### src/rtl/dmem_port_arbiter.sv
// dmem_port_arbiter
// Shares the single-port data memory (1-cycle synchronous read) between the kernel
// load/store path (port A) and the loader/debug master (port B). Grants are combinational
// and the access happens in the grant cycle. Read data returns one cycle later.
// Conflicts resolve round-robin or A-first (PRIO_A). B may lock bursts of up to MAX_LOCK
// beats. A starvation guard hands the memory to a loser after STARVE_LIMIT lost cycles.
// Optional feature: define DMEM_ARB_STATS_EN to add grant/conflict statistics counters.
module dmem_port_arbiter #(
   parameter int unsigned DW           = 32,
   parameter int unsigned AW           = 5,
   parameter int unsigned PRIO_A       = 0,
   parameter int unsigned MAX_LOCK     = 8,
   parameter int unsigned STARVE_LIMIT = 4
) (
   input  logic          clk,
   input  logic          rst,
   input  logic          a_req,
   input  logic          a_we,
   input  logic [AW-1:0] a_addr,
   input  logic [DW-1:0] a_wdata,
   input  logic          b_req,
   input  logic          b_we,
   input  logic [AW-1:0] b_addr,
   input  logic [DW-1:0] b_wdata,
   input  logic          b_lock,
   output logic          a_gnt,
   output logic          b_gnt,
   output logic          a_rvalid,
   output logic          b_rvalid,
   output logic [DW-1:0] a_rdata,
   output logic [DW-1:0] b_rdata,
`ifdef DMEM_ARB_STATS_EN
   input  logic          stat_clr,
   output logic [31:0]   stat_a_gnt,
   output logic [31:0]   stat_b_gnt,
   output logic [31:0]   stat_conflict,
`endif
   output logic [AW-1:0] mem_address0,
   output logic          mem_ce0,
   output logic          mem_we0,
   output logic [DW-1:0] mem_d0,
   input  logic [DW-1:0] mem_q0
);

   typedef enum logic {StIdle, StLockB} state_e;

   localparam logic [7:0] MaxLock    = 8'(MAX_LOCK);
   localparam logic [7:0] StarveLim  = 8'(STARVE_LIMIT);

   state_e     state_q, state_d;
   logic       last_b_q, last_b_d;     // 1: B was the most recent winner
   logic [7:0] lock_cnt_q, lock_cnt_d;
   logic [7:0] wait_a_q, wait_a_d;
   logic [7:0] wait_b_q, wait_b_d;
   logic       a_rvalid_q, b_rvalid_q;

   logic       lock_exit;
   logic       arb_open;
   logic       a_first;
   logic       a_win, b_win;

   // State register: FSM, fairness bookkeeping and read-valid pipeline.
   always_ff @(posedge clk or posedge rst) begin
      if (rst) begin
         state_q    <= StIdle;
         last_b_q   <= 1'b1;
         lock_cnt_q <= '0;
         wait_a_q   <= '0;
         wait_b_q   <= '0;
         a_rvalid_q <= 1'b0;
         b_rvalid_q <= 1'b0;
      end else begin
         state_q    <= state_d;
         last_b_q   <= last_b_d;
         lock_cnt_q <= lock_cnt_d;
         wait_a_q   <= wait_a_d;
         wait_b_q   <= wait_b_d;
         a_rvalid_q <= a_win & ~a_we;
         b_rvalid_q <= b_win & ~b_we;
      end
   end

   // Next state: lock entry/exit, burst beat count, last winner and saturating wait counters.
   always_comb begin
      state_d    = state_q;
      lock_cnt_d = lock_cnt_q;
      last_b_d   = last_b_q;
      if (a_win) begin
         last_b_d = 1'b0;
      end else if (b_win) begin
         last_b_d = 1'b1;
      end
      if (arb_open) begin
         // An exit cycle arbitrates like idle, so a locked B grant here starts a fresh burst.
         if (b_win && b_lock) begin
            state_d    = StLockB;
            lock_cnt_d = 8'd1;
         end else begin
            state_d    = StIdle;
            lock_cnt_d = '0;
         end
      end else if (b_win) begin
         lock_cnt_d = lock_cnt_q + 8'd1;
      end
      if (a_win || !a_req) begin
         wait_a_d = '0;
      end else if (wait_a_q >= StarveLim) begin
         wait_a_d = wait_a_q;
      end else begin
         wait_a_d = wait_a_q + 8'd1;
      end
      if (b_win || !b_req) begin
         wait_b_d = '0;
      end else if (wait_b_q >= StarveLim) begin
         wait_b_d = wait_b_q;
      end else begin
         wait_b_d = wait_b_q + 8'd1;
      end
   end

   // Outputs: arbitration decision, memory port mux and read-data return.
   always_comb begin
      lock_exit = (state_q == StLockB) && (!b_lock || (lock_cnt_q >= MaxLock));
      arb_open  = (state_q == StIdle) || lock_exit;
      // Conflict preference; in an exit cycle last_b_q is always set, so A goes first.
      a_first   = (PRIO_A != 0) || last_b_q;
      if (a_first && (wait_b_q >= StarveLim)) begin
         a_first = 1'b0;
      end else if (!a_first && (wait_a_q >= StarveLim)) begin
         a_first = 1'b1;
      end
      a_win = 1'b0;
      b_win = 1'b0;
      if (!rst) begin
         if (!arb_open) begin
            b_win = b_req;
         end else if (a_req && b_req) begin
            a_win = a_first;
            b_win = !a_first;
         end else begin
            a_win = a_req;
            b_win = b_req;
         end
      end
      a_gnt        = a_win;
      b_gnt        = b_win;
      mem_ce0      = a_win | b_win;
      mem_we0      = 1'b0;
      mem_address0 = '0;
      mem_d0       = '0;
      if (a_win) begin
         mem_we0      = a_we;
         mem_address0 = a_addr;
         mem_d0       = a_wdata;
      end else if (b_win) begin
         mem_we0      = b_we;
         mem_address0 = b_addr;
         mem_d0       = b_wdata;
      end
      a_rvalid = a_rvalid_q;
      b_rvalid = b_rvalid_q;
      a_rdata  = a_rvalid_q ? mem_q0 : '0;
      b_rdata  = b_rvalid_q ? mem_q0 : '0;
   end

`ifdef DMEM_ARB_STATS_EN
   // Statistics: wrapping grant and conflict counters; a clear beats a same-cycle increment.
   always_ff @(posedge clk or posedge rst) begin
      if (rst) begin
         stat_a_gnt    <= '0;
         stat_b_gnt    <= '0;
         stat_conflict <= '0;
      end else if (stat_clr) begin
         stat_a_gnt    <= '0;
         stat_b_gnt    <= '0;
         stat_conflict <= '0;
      end else begin
         if (a_win) begin
            stat_a_gnt <= stat_a_gnt + 32'd1;
         end
         if (b_win) begin
            stat_b_gnt <= stat_b_gnt + 32'd1;
         end
         if (a_req && b_req) begin
            stat_conflict <= stat_conflict + 32'd1;
         end
      end
   end
`endif

endmodule

### config.mk
export PLATFORM = sky130hd
export DESIGN_NAME = dmem_port_arbiter
export DESIGN_NICKNAME = d
export VERILOG_FILES = /design/src/rtl/dmem_port_arbiter.sv
export SDC_FILE = /design/constraint.sdc
export NUM_CORES = 1
export LEC_CHECK = 0
export CAP_MARGIN = 20
export CORE_AREA = 3 3 83 85
export CTS_CLUSTER_SIZE = 12
export DETAILED_ROUTE_END_ITERATION = 8
export DIE_AREA = 0 0 86 88
export DONT_BUFFER_PORTS = 1
export GPL_TIMING_DRIVEN = 0
export PLACE_DENSITY = 0.69
export SKIP_CTS_REPAIR_TIMING = 1
export SLEW_MARGIN = 10
export SYNTH_ARGS = -nofsm -noshare
export SYNTH_HDL_FRONTEND = slang
export SYNTH_SLANG_ARGS = --single-unit
### constraint.sdc
create_clock -name clk -period 2.6 [get_ports clk]
set_input_delay 0.52 -clock clk [delete_from_list [all_inputs] [get_ports clk]]
set_output_delay 0.52 -clock clk [all_outputs]
set_load 0.01 [all_outputs]
==> impl_metrics.json <==
{
  "status": "finished, final reports clean",
  "drv_cap": 0,
  "syn_inst": 370,
  "cp_max_fo": 10,
  "rsz0062_at_grt": "true",
  "reg2reg_to": "wait_a_q[2]$_DFFE_PP0P_",
  "yosys_warnings": 0,
  "nNetsFinal": 499,
  "path_clk_slew_ns": 0.09,
  "crit_path_end": "mem_d0[25]",
  "cp-end-kind": "output port",
  "timing.hold.ws_ns": 0.2926,
  "pre_cts_slack_ns": -0.001502,
  "io_pins": 220,
  "ys_ff_latch": 28,
  "synth_seq_area_share": 0.2464,
  "clk_latency_ns": 0.28,
  "ir_worst_vdd_mv": 0.3568,
  "antenna_found_initial": 0,
  "cp.arrival_ns": 2.05,
  "htree_levels": 1,
  "r2r_start": "last_b_q$_DFFE_PP1P_",
  "fin_skew_ns": 0.003580,
  "max_slew_margin": 0.4473,
  "drc_errors": 0,
  "drtIter0Drc": 135,
  "switching_share": 0.3708,
  "vias": 2882,
  "fmax_mhz": 388.6,
  "final_area_um2": 3124,
  "cp.required_ns": 2.08,
  "die-area_um2": 7568,
  "ys_types": 41,
  "setup_ws_ns": 0.02670,
  "design.core.area_um2": 6277,
  "p_switching_w": 0.0004313,
  "floorplan.initialDensity": 0.4539,
  "hp-class": "in2reg",
  "port_buffers": 0,
  "critPathLaunchType": "flop",
  "die_y_um": 88,
  "numCtsBuffers": 3,
  "gp_congestion": 0.8498,
  "cts_tree": "done",
  "combPwrFrac": 0.364,
  "num_rows": 29,
  "synth.avg_cell_area_um2": 7.700,
  "detail_route.vias_per_cell": 6.320,
  "grt.total_usage": 0.2306,
  "dpl-instance-area_um2": 2958,
  "post-route-util": 0.4977,
  "drv_slew": 0,
  "p_seq_frac": 0.402,
  "p_per_area_nw_per_um2": 372.2,
  "n_antenna_cell": 0,
  "min_period_over_period": 0.9897,
  "postRouteAntennaNets": 0,
  "setup_tns_ns": 0,
  "tightest_slew_ns": 0.8291,
  "netlist_area_um2": 2849,
  "wl_um": 9879,
  "dr.pass1.iters": 5,
  "grt_max_degree": 38,
  "grt_pass1_vias": 2417,
  "reg2reg_slack_ns": 0.74,
  "finalHoldViolCount": 0,
  "setup_violations": 0,
  "reg2regPathDepth": 5,
  "overflow": 0,
  "min_period_ns": 2.573,
  "clk_path_buf_depth": 2,
  "clkPwrFrac": 0.234,
  "cts_sinks": 28,
  "grt_first_pass_wirelength_um": 13650,
  "die_w_um": 86,
  "syn_to_final_growth_pct": 9.662,
  "drive_above_1_share": 0.1768,
  "crit_type": "reg2out",
  "hpwlAfterDp_um": 7984,
  "crit_start": "state_q$_DFFE_PP0P_",
  "internal-power_w": 0.0007317,
  "avgRoutedWirePerCell_um": 21.66,
  "power_leakage_nw": 1.236,
  "root_buffer": "clkbuf_8",
  "holdPathStages": 1
}
cells in the final DEF, fill, tap and decap left out, types with 7 or more instances in the layout:
master    count
and3_1        9
inv_1         7
o221ai_2     20
and2_1       65
nand3_1      39
nor2_1       15
buf_2         7
or3_1        31
clkbuf_1     15
o221ai_1     17
clkbuf_2      7
or3_2         8
dfrtp_1      27
nand2_1      51
state kept, by name (all words and copies together), names as in the netlist:
signal      cells
lock_cnt_q      8
wait_a_q        8
wait_b_q        8
last_b_q        1
a_rvalid        1
state_q         1
b_rvalid        1
area by class of cell:
type / count / area, um^2
fillers: 610 / 3153
multi-input cells: 300 / 2017
flip-flops and latches: 28 / 701.9
plain buffers: 38 / 212.7
well taps: 77 / 96.34
clock buffers: 4 / 55.05
inverters: 7 / 26.28
repair buffers: 2 / 15.01
per-stage QoR:
stage,cells,total power (W)
6_report,456,0.001163
5_1_grt,456,0.001223
4_1_cts,454,0.001143
3_5_place_dp,450,0.0008757
3_3_place_gp,450,0.0008694
2_1_floorplan,373,0.0007913
layer usage:
layer	wire length (um)	up-vias	part of all wire	GRT usage
met3	1020	13	0.10	0.07150
met5	0	-	0	0
met2	4826	156	0.49	0.3602
met1	3900	1374	0.39	0.3164
li1	-	1339	-	-
met4	132	0	0.013	0.04460
cells by family after synthesis:
logic type,Yosys count,share of synthesized area
adders and majority gates,6,0.02635
and+or+nand+nor,231,0.4506
xor gates and xnor gates,4,0.01230
DFF,28,0.2464
muxes,2,0.007466
AOI/OAI and AO/OA,53,0.1761
other,1,0.001316
buffers and inverters,45,0.07949
critical path, stage by stage (launching register included):
cell      delay (ns)
dfrtp_1         0.39
and4bb_2        0.25
a21boi_2        0.28
buf_2           0.28
buf_2           0.33
o221ai_1        0.25
power groups by stage:
stage | Combinational [W] | Clock [W] | Sequential, W
global route | 0.000459 | 0.000293 | 0.000470
CTS | 0.000401 | 0.000274 | 0.000468
floorplan | 0.000319 | 0 | 0.000472
global placement | 0.000394 | 0 | 0.000475
detailed placement | 0.000399 | 0 | 0.000477
finish | 0.000423 | 0.000272 | 0.000467
cell usage after synthesis:
library cell | number | area, um^2
o31ai_1 | 1 | 7.510
and2_1 | 65 | 406.6
nor2b_1 | 2 | 12.51
a31o_2 | 1 | 8.760
xor2_1 | 1 | 8.760
buf_4 | 1 | 7.510
nand3_1 | 39 | 195.2
o22ai_1 | 1 | 6.260
buf_6 | 6 | 67.56
a21o_2 | 1 | 8.760
clkbuf_1 | 24 | 90.09
a21oi_2 | 1 | 8.760
nor2_1 | 15 | 56.30
a21boi_2 | 1 | 11.26
dfstp_2 | 1 | 26.28
and4bb_2 | 1 | 12.51
o221ai_1 | 28 | 245.2
mux2_2 | 1 | 11.26
o21ai_0 | 1 | 5.000
mux2i_1 | 1 | 10.01
ha_1 | 6 | 75.07
nand2_1 | 51 | 191.4
inv_1 | 7 | 26.28
o221ai_2 | 10 | 150.1
dfrtp_1 | 27 | 675.7
xnor2_1 | 3 | 26.28
a22oi_1 | 1 | 7.510
a311oi_1 | 1 | 8.760
nor3b_1 | 4 | 30.03
a21oi_1 | 3 | 15.01
buf_2 | 7 | 35.03
a21boi_0 | 1 | 7.510
conb_1 | 1 | 3.750
or3_2 | 8 | 60.06
nor3_1 | 3 | 15.01
a31oi_1 | 1 | 6.260
nand4bb_1 | 1 | 11.26
nor4_4 | 2 | 42.54
or3_1 | 31 | 193.9
o21ai_1 | 1 | 5.000
and3_1 | 9 | 56.30
worst min path at each step:
| stage | start | end | slack (ns) |
|---|---|---|---|
| CTS | a_we | a_rvalid$_DFF_PP0_ | 0.29 |
| detailed placement | wait_a_q[7]$_DFFE_PP0P_ | wait_a_q[7]$_DFFE_PP0P_ | 0.52 |
| floorplan | wait_a_q[7]$_DFFE_PP0P_ | wait_a_q[7]$_DFFE_PP0P_ | 0.47 |
| global route | a_we | a_rvalid$_DFF_PP0_ | 0.28 |
| global placement | wait_a_q[7]$_DFFE_PP0P_ | wait_a_q[7]$_DFFE_PP0P_ | 0.49 |
| finish | a_we | a_rvalid$_DFF_PP0_ | 0.29 |
Power figures use the tool's default switching activity.
